==> src/rtl/serial_mag_comparator.sv <==
// Multi-cycle unsigned magnitude comparator: walks two operands one 2-bit digit per cycle,
// MSB digit first, and stops at the first unequal digit. Results sit behind a start/busy/done handshake.
module serial_mag_comparator #(
   parameter int WIDTH = 8
) (
   input  logic                      clk,
   input  logic                      rst,
   input  logic                      start,
   input  logic [WIDTH-1:0]          a,
   input  logic [WIDTH-1:0]          b,
   output logic                      busy,
   output logic                      done,
   output logic                      a_eq_b,
   output logic                      a_gt_b,
   output logic                      a_lt_b,
   output logic [$clog2(WIDTH/2):0]  ndig
);

   localparam int D  = WIDTH / 2;
   localparam int NW = $clog2(D) + 1;
   localparam int IW = (D > 1) ? $clog2(D) : 1;

   typedef enum logic [1:0] {
      IDLE = 2'd0,
      CMP  = 2'd1,
      DONE = 2'd2
   } state_t;

   // 2-bit digit slice compare, same eq/gt/lt rule as the downstream comparator; returns {gt, lt, eq}
   function automatic logic [2:0] dig_cmp(input logic [1:0] x, input logic [1:0] y);
      dig_cmp = {(x > y), (x < y), (x == y)};
   endfunction

   state_t           state_q, state_d;
   logic [WIDTH-1:0] a_r_q, a_r_d, b_r_q, b_r_d;
   logic [IW-1:0]    idx_q, idx_d;
   logic [NW-1:0]    ndig_q, ndig_d;
   logic             eq_q, eq_d, gt_q, gt_d, lt_q, lt_d;
   logic             busy_q, busy_d, done_q, done_d;
   logic [1:0]       a_dig_s, b_dig_s;
   logic [2:0]       slice_s;

   // Next-state, digit selection and result folding
   always_comb begin
      state_d = state_q;
      a_r_d   = a_r_q;
      b_r_d   = b_r_q;
      idx_d   = idx_q;
      ndig_d  = ndig_q;
      eq_d    = eq_q;
      gt_d    = gt_q;
      lt_d    = lt_q;
      a_dig_s = 2'(a_r_q >> {idx_q, 1'b0});
      b_dig_s = 2'(b_r_q >> {idx_q, 1'b0});
      slice_s = dig_cmp(a_dig_s, b_dig_s);
      case (state_q)
         IDLE: begin
            if (start) begin
               a_r_d   = a;
               b_r_d   = b;
               idx_d   = IW'(D - 1);
               ndig_d  = {NW{1'b0}};
               eq_d    = 1'b0;
               gt_d    = 1'b0;
               lt_d    = 1'b0;
               state_d = CMP;
            end else begin
               state_d = IDLE;
            end
         end
         CMP: begin
            ndig_d = ndig_q + NW'(1);
            if (slice_s[2]) begin
               gt_d    = 1'b1;
               state_d = DONE;
            end else if (slice_s[1]) begin
               lt_d    = 1'b1;
               state_d = DONE;
            end else if (idx_q == {IW{1'b0}}) begin
               eq_d    = 1'b1;
               state_d = DONE;
            end else begin
               idx_d   = idx_q - IW'(1);
               state_d = CMP;
            end
         end
         DONE:    state_d = IDLE;
         default: state_d = IDLE;
      endcase
      busy_d = (state_d == CMP);
      done_d = (state_d == DONE);
   end

   // State and result registers; synchronous reset discards any in-flight compare
   always_ff @(posedge clk) begin
      if (rst) begin
         state_q <= IDLE;
         a_r_q   <= {WIDTH{1'b0}};
         b_r_q   <= {WIDTH{1'b0}};
         idx_q   <= {IW{1'b0}};
         ndig_q  <= {NW{1'b0}};
         eq_q    <= 1'b0;
         gt_q    <= 1'b0;
         lt_q    <= 1'b0;
         busy_q  <= 1'b0;
         done_q  <= 1'b0;
      end else begin
         state_q <= state_d;
         a_r_q   <= a_r_d;
         b_r_q   <= b_r_d;
         idx_q   <= idx_d;
         ndig_q  <= ndig_d;
         eq_q    <= eq_d;
         gt_q    <= gt_d;
         lt_q    <= lt_d;
         busy_q  <= busy_d;
         done_q  <= done_d;
      end
   end

   assign busy   = busy_q;
   assign done   = done_q;
   assign a_eq_b = eq_q;
   assign a_gt_b = gt_q;
   assign a_lt_b = lt_q;
   assign ndig   = ndig_q;

endmodule

==> config.mk <==
export PLATFORM = sky130hd
export DESIGN_NAME = serial_mag_comparator
export DESIGN_NICKNAME = d
export VERILOG_FILES = /design/src/rtl/serial_mag_comparator.sv
export SDC_FILE = /design/constraint.sdc
export NUM_CORES = 1
export LEC_CHECK = 0
export CORE_MARGIN = 1
export CORE_UTILIZATION = 53
export DETAILED_ROUTE_END_ITERATION = 8
export GPL_ROUTABILITY_DRIVEN = 1
export PLACE_DENSITY = 0.83
export SLEW_MARGIN = 20
export SYNTH_ARGS = -nofsm -noshare
export SYNTH_HDL_FRONTEND = slang
export SYNTH_SLANG_ARGS = --single-unit
==> constraint.sdc <==
create_clock -name clk -period 3 [get_ports clk]
set_input_delay 0.75 -clock clk [delete_from_list [all_inputs] [get_ports clk]]
set_output_delay 0.75 -clock clk [all_outputs]
set_load 0.02 [all_outputs]
Yosys cells after proc, flatten, opt, wreduce, memory -nomap -nowiden
Cells that the tools add are included.
{ "classes": {"addsub": 2, "magnitude_cmp": 2, "n_eq_ne": 10, "shift": 2, "mux": 22, "n_reduce_logical": 9} }
{ "op_table": {"columns": ["op", "count"], "rows": [
  ["8-bit by 3-bit right shift with 2-bit output", 2],
  ["2-bit two-way mux", 7],
  ["2-bit inequality test (second input constant)", 7],
  ["5-bit AND reduction", 2],
  ["1-bit two-way mux", 8],
  ["2-bit one-hot mux with 2 select lines", 2],
  ["1-bit one-hot mux with 2 select lines", 3],
  ["3-bit one-hot mux with 2 select lines", 1],
  ["2-bit by 1-bit equality test with 1-bit output (second input constant)", 2],
  ["2-bit zero test", 2],
  ["2-bit AND reduction", 2],
  ["4-bit AND reduction", 1],
  ["3-bit by 1-bit adder with 3-bit output (second input constant)", 1],
  ["3-bit two-way mux", 1],
  ["3-bit AND reduction", 1],
  ["2-bit equality test (second input constant)", 1],
  ["2-bit > comparator", 1],
  ["2-bit less-than comparator", 1],
  ["2-bit nonzero test", 1],
  ["2-bit by 1-bit subtractor with 2-bit output (second input constant)", 1]
]} }
{ "word_totals": {"register_bits": 28, "in_bits": 19, "out_inout_bits": 8, "wordCells": 57} }

Longest topological paths before layout
{ "depth": {"ltp_word": 6, "mapped_depth": 8, "ltp_nobuf": 6} }

Least setup slack after synthesis
Ideal clock, no wire load.
{ "synth_path": {"kind": "register -> register", "start": "reg idx_q[1]", "end": "reg idx_q[0]", "setup_time_ps": 86, "arrival_ps": 1933, "required_ps": 2914, "path_slack_ps": 982, "stages_incl_launch_ff": 7, "path_buffers": 1, "period_less_slack_ps": 2018, "cell_sequence": "dfxtp_1 -> mux4_2 -> ha_1 -> and3b_1 -> buf_6 -> and3_4 -> a211oi_1"} }
{ "synth_via": {"elab_chain_len": 4, "word_cells_on_any_way": 9, "classes_between": "order compare (2); eq/ne (3); shift (2); reduce/logical (2)"} }
{ "synth_rtl": {"columns": ["element", "line_no", "source"], "rows": [
  ["start, declared", "36", "logic [IW-1:0] idx_q, idx_d;"],
  ["start signal, assigned", "100", "idx_q <= {IW{1'b0}};"],
  ["start signal, assigned", "111", "idx_q <= idx_d;"],
  ["8-bit by 3-bit right shift with 2-bit output, on equally long branches", "53, 54", null],
  ["2-bit > comparator / 2-bit less-than comparator (equally long branches)", "31", "dig_cmp = {(x > y), (x < y), (x == y)};"],
  ["2-bit inequality test (no source line)", null, null],
  ["5-bit AND reduction (no source line) *", null, null]
]} }
Every way passes the cells marked *; elsewhere a longest branch is shown, timed or not.
A chain may end at the register's enable or synchronous reset.

Worst setup path in the final report
Ends and elaborated chain as after synthesis.

==> impl_metrics.ini <==
[yosys]
synth.area.top_cells = sky130_fd_sc_hd__dfxtp_1, sky130_fd_sc_hd__nand2_1, sky130_fd_sc_hd__a21oi_1
number_of_enable_type_register_cells_in_the_synthesized_netlist = 0
total_number_of_yosys_warnings = 0
synth-seq-cells = 28
postSynth.asyncResetShare = 0
ys.flop_type = sky130_fd_sc_hd__dfxtp_1
synth_top_cell_area_share = 0.454
synth_area_per_cell_sq_um = 9.07
synth_area_leader_cell = sky130_fd_sc_hd__dfxtp_1
fraction_of_the_yosys_area_taken_by_sequential_cells = 0.454
synth_nets = 159
synth.distinct_cells = 29
syn_area_sq_um = 1230
syn_inst = 136

[floorplanning]
core.rowCount = 17
die_h_um = 50.2
initial_utilization = 0.558
fp.dieW_um = 50.2
die_area_sq_um = 2520
core_area_sq_um = 2210
io_pins = 27

[worst_setup_path]
worst_path_max_delay_cell = sky130_fd_sc_hd__mux4_2
crit_type = flop to flop
cell_family_with_most_cp_delay = multiplexers
worstPathRequired_ps = 3250
critPathBufInv = 0
cpPeakStageDelay_ps = 550
worst_setup_path_start_kind = flop
cp-end-kind = flop
crit_arrival_ps = 2480
timing.critical_path.fanout_max = 6
critical_path.cell_chain = mux4_2 > ha_1 > and3b_1 > and3_4 > a211oi_1

[global_route]
grt_antenna_before_repair = 0
pin_count_of_the_biggest_net_entering_global_routing = 23
globalRouteTotalUtil = 0.237
first_global_vias = 1000
grt-ovfl-total = 0
global_route_wire_length_before_repair_um = 4430

[finish]
num_antenna_cells = 0
finish.net_count = 182
drive_above_1_share = 0.0886
filler_cell_count = 189
multi_input_comb_area_sq_um = 589
areaGrowthSynthToFinish_pct = 23.8
register_area_sq_um = 561

[sta]
finalClockSkew_ps = 11.7
slew_headroom = 0.527
layout_min_cycle_time_ps = 2230
timing_worst_slew_pin_value_ps = 706
timing.final.ws_setup_ps = 766
slew_violations = 0
timing.fmax_ghz = 0.448
setup-tns-final_ps = 0
setup-violations-final = 0
setup_repair_after_global_routing_missed_its_margin = false
finalHoldViolCount = 0
final.period_utilization = 0.745

[detailed_routing]
drt-initial-drc-count = 17
post_drt_wl_per_cell_um = 13.3
antenna_left = 0
via_count = 1029
detail_route.vias_per_cell = 5.53
drt_drc_violations_left = 0
finalWirelength_um = 2470
drt_pass1_iterations = 4

[clock_network]
clock_insertion_delay_worst_skew_ps = 340
post_cts.resized_instances = 0
ctsRootBufferMaster = sky130_fd_sc_hd__clkbuf_4
clk_pin_slew_worst_paths_ps = 150
cts_tree = built
cts_made_buffers = 3
ctsHtreeMaxLevel = 1
clock_sinks = 28
cts.hold.buffers_added = 0
clock_tree.buffer_depth = 2
postCtsSetupBuffers = 0

[place]
port-buffer-count = 26
detailedPlacementHpwl_um = 1710
preCtsSetupSlack_ps = 617
gp_routability_congestion = 0.771

[job]
drv.max_cap_violation_count = 0

[power]
post-layout-total-power_uw = 868
cellLeakagePower_uw = 0.000565
ir_drop_v = 0.000450
powerDensity_nw_per_um2 = 568

[min_path]
hold_class = flop to flop

[status]
run_status = completed
-- per-stage QoR --
stage | area [sq um] | cells | hold slack [ps] | util
finish | 1530 | 186 | 465 | 0.691
global route | 1530 | 186 | 485 | 0.691
detailed placement | 1480 | 182 | 445 | 0.667
global placement | 1480 | 182 | 440 | 0.667
floorplan | 1230 | 136 | 433 | -
CTS | 1530 | 186 | 465 | 0.691
-- logic make-up after synthesis --
logic type | synth area share
AND/OR/NAND/NOR | 0.215
AO/OA/AOI/OAI | 0.149
flip-flops | 0.454
buffers and inverters | 0.0679
multiplexers | 0.0730
adder cells (fa/ha/maj) | 0.0406
-- layer usage --
layer	vias to the layer above	track usage	routed length, um
li1	513	-	-
met1	483	0.285	1060
met2	29	0.402	1260
met3	4	0.0636	120
met4	0	0.0857	28
met5	-	0	0
-- worst reg2reg max path, stage by stage, from the launching register on --
cell and delay [ps]:
sky130_fd_sc_hd__dfxtp_1 540, sky130_fd_sc_hd__mux4_2 560, sky130_fd_sc_hd__ha_1 350, sky130_fd_sc_hd__and3b_1 270
sky130_fd_sc_hd__and3_4 210, sky130_fd_sc_hd__a211oi_1 210
-- registers in the layout, indices dropped and copies added, names as in the netlist, 2 cells and up --
name     flops
idx_q        2
state_q      2
a_r_q        8
ndig         3
b_r_q        8
-- where the power goes --
group	leakage (uW)	switching [uW]	internal [uW]
clock	0.0000279	109	135
sequential	0.000230	25.2	402
combinational	0.000308	100	96.0
total	0.000565	235	633
-- final timing paths --
| path | slack (ps) | start | to | cells past startpoint |
|---|---|---|---|---|
| max | 770 | idx_q[1]$_SDFFE_PP0P_ | idx_q[0]$_SDFFE_PP0P_ | 5 |
| min | 470 | b_r_q[4]$_SDFFE_PP0P_ | b_r_q[4]$_SDFFE_PP0P_ | 2 |
| max reg2reg | 770 | idx_q[1]$_SDFFE_PP0P_ | idx_q[0]$_SDFFE_PP0P_ | 5 |
| min reg2reg | 470 | b_r_q[4]$_SDFFE_PP0P_ | b_r_q[4]$_SDFFE_PP0P_ | 2 |
-- cell type report --
cell class | instances | area share
Clock buffer | 3 | 0.0147
Multi-Input combinational cell | 94 | 0.386
Inverter | 4 | 0.00983
Tap cell | 28 | 0.0229
Clock inverter | 1 | 0.0197
Timing Repair Buffer | 28 | 0.180
Sequential cell | 28 | 0.367
-- Yosys cell counts, types with 3 or more instances --
| cell type | count |
|---|---|
| sky130_fd_sc_hd__ha_1 | 4 |
| sky130_fd_sc_hd__nand2b_1 | 3 |
| sky130_fd_sc_hd__buf_6 | 3 |
| sky130_fd_sc_hd__a21oi_1 | 22 |
| sky130_fd_sc_hd__buf_2 | 3 |
| sky130_fd_sc_hd__mux4_2 | 4 |
| sky130_fd_sc_hd__nand2_1 | 35 |
| sky130_fd_sc_hd__nand3_1 | 3 |
| sky130_fd_sc_hd__nor2b_1 | 3 |
| sky130_fd_sc_hd__a211oi_1 | 4 |
| sky130_fd_sc_hd__dfxtp_1 | 28 |
| sky130_fd_sc_hd__inv_1 | 4 |
-- cells in the final DEF, fill, tap and decap left out, drive strengths merged --
master	count
bufinv	1
buf	2
a21oi	22
a311oi	2
mux4	4
nor3	2
a211oi	4
nor2	1
nand3	4
and3	2
and3b	1
or3b	1
clkdlybuf4s50	26
inv	4
dfxtp	28
nor2b	3
clkbuf	3
nand2b	3
a31oi	1
ha	4
o21a	1
nor3b	2
o211ai	1
o21ai	1
nand2	35
(Power assumes the default switching activity.)
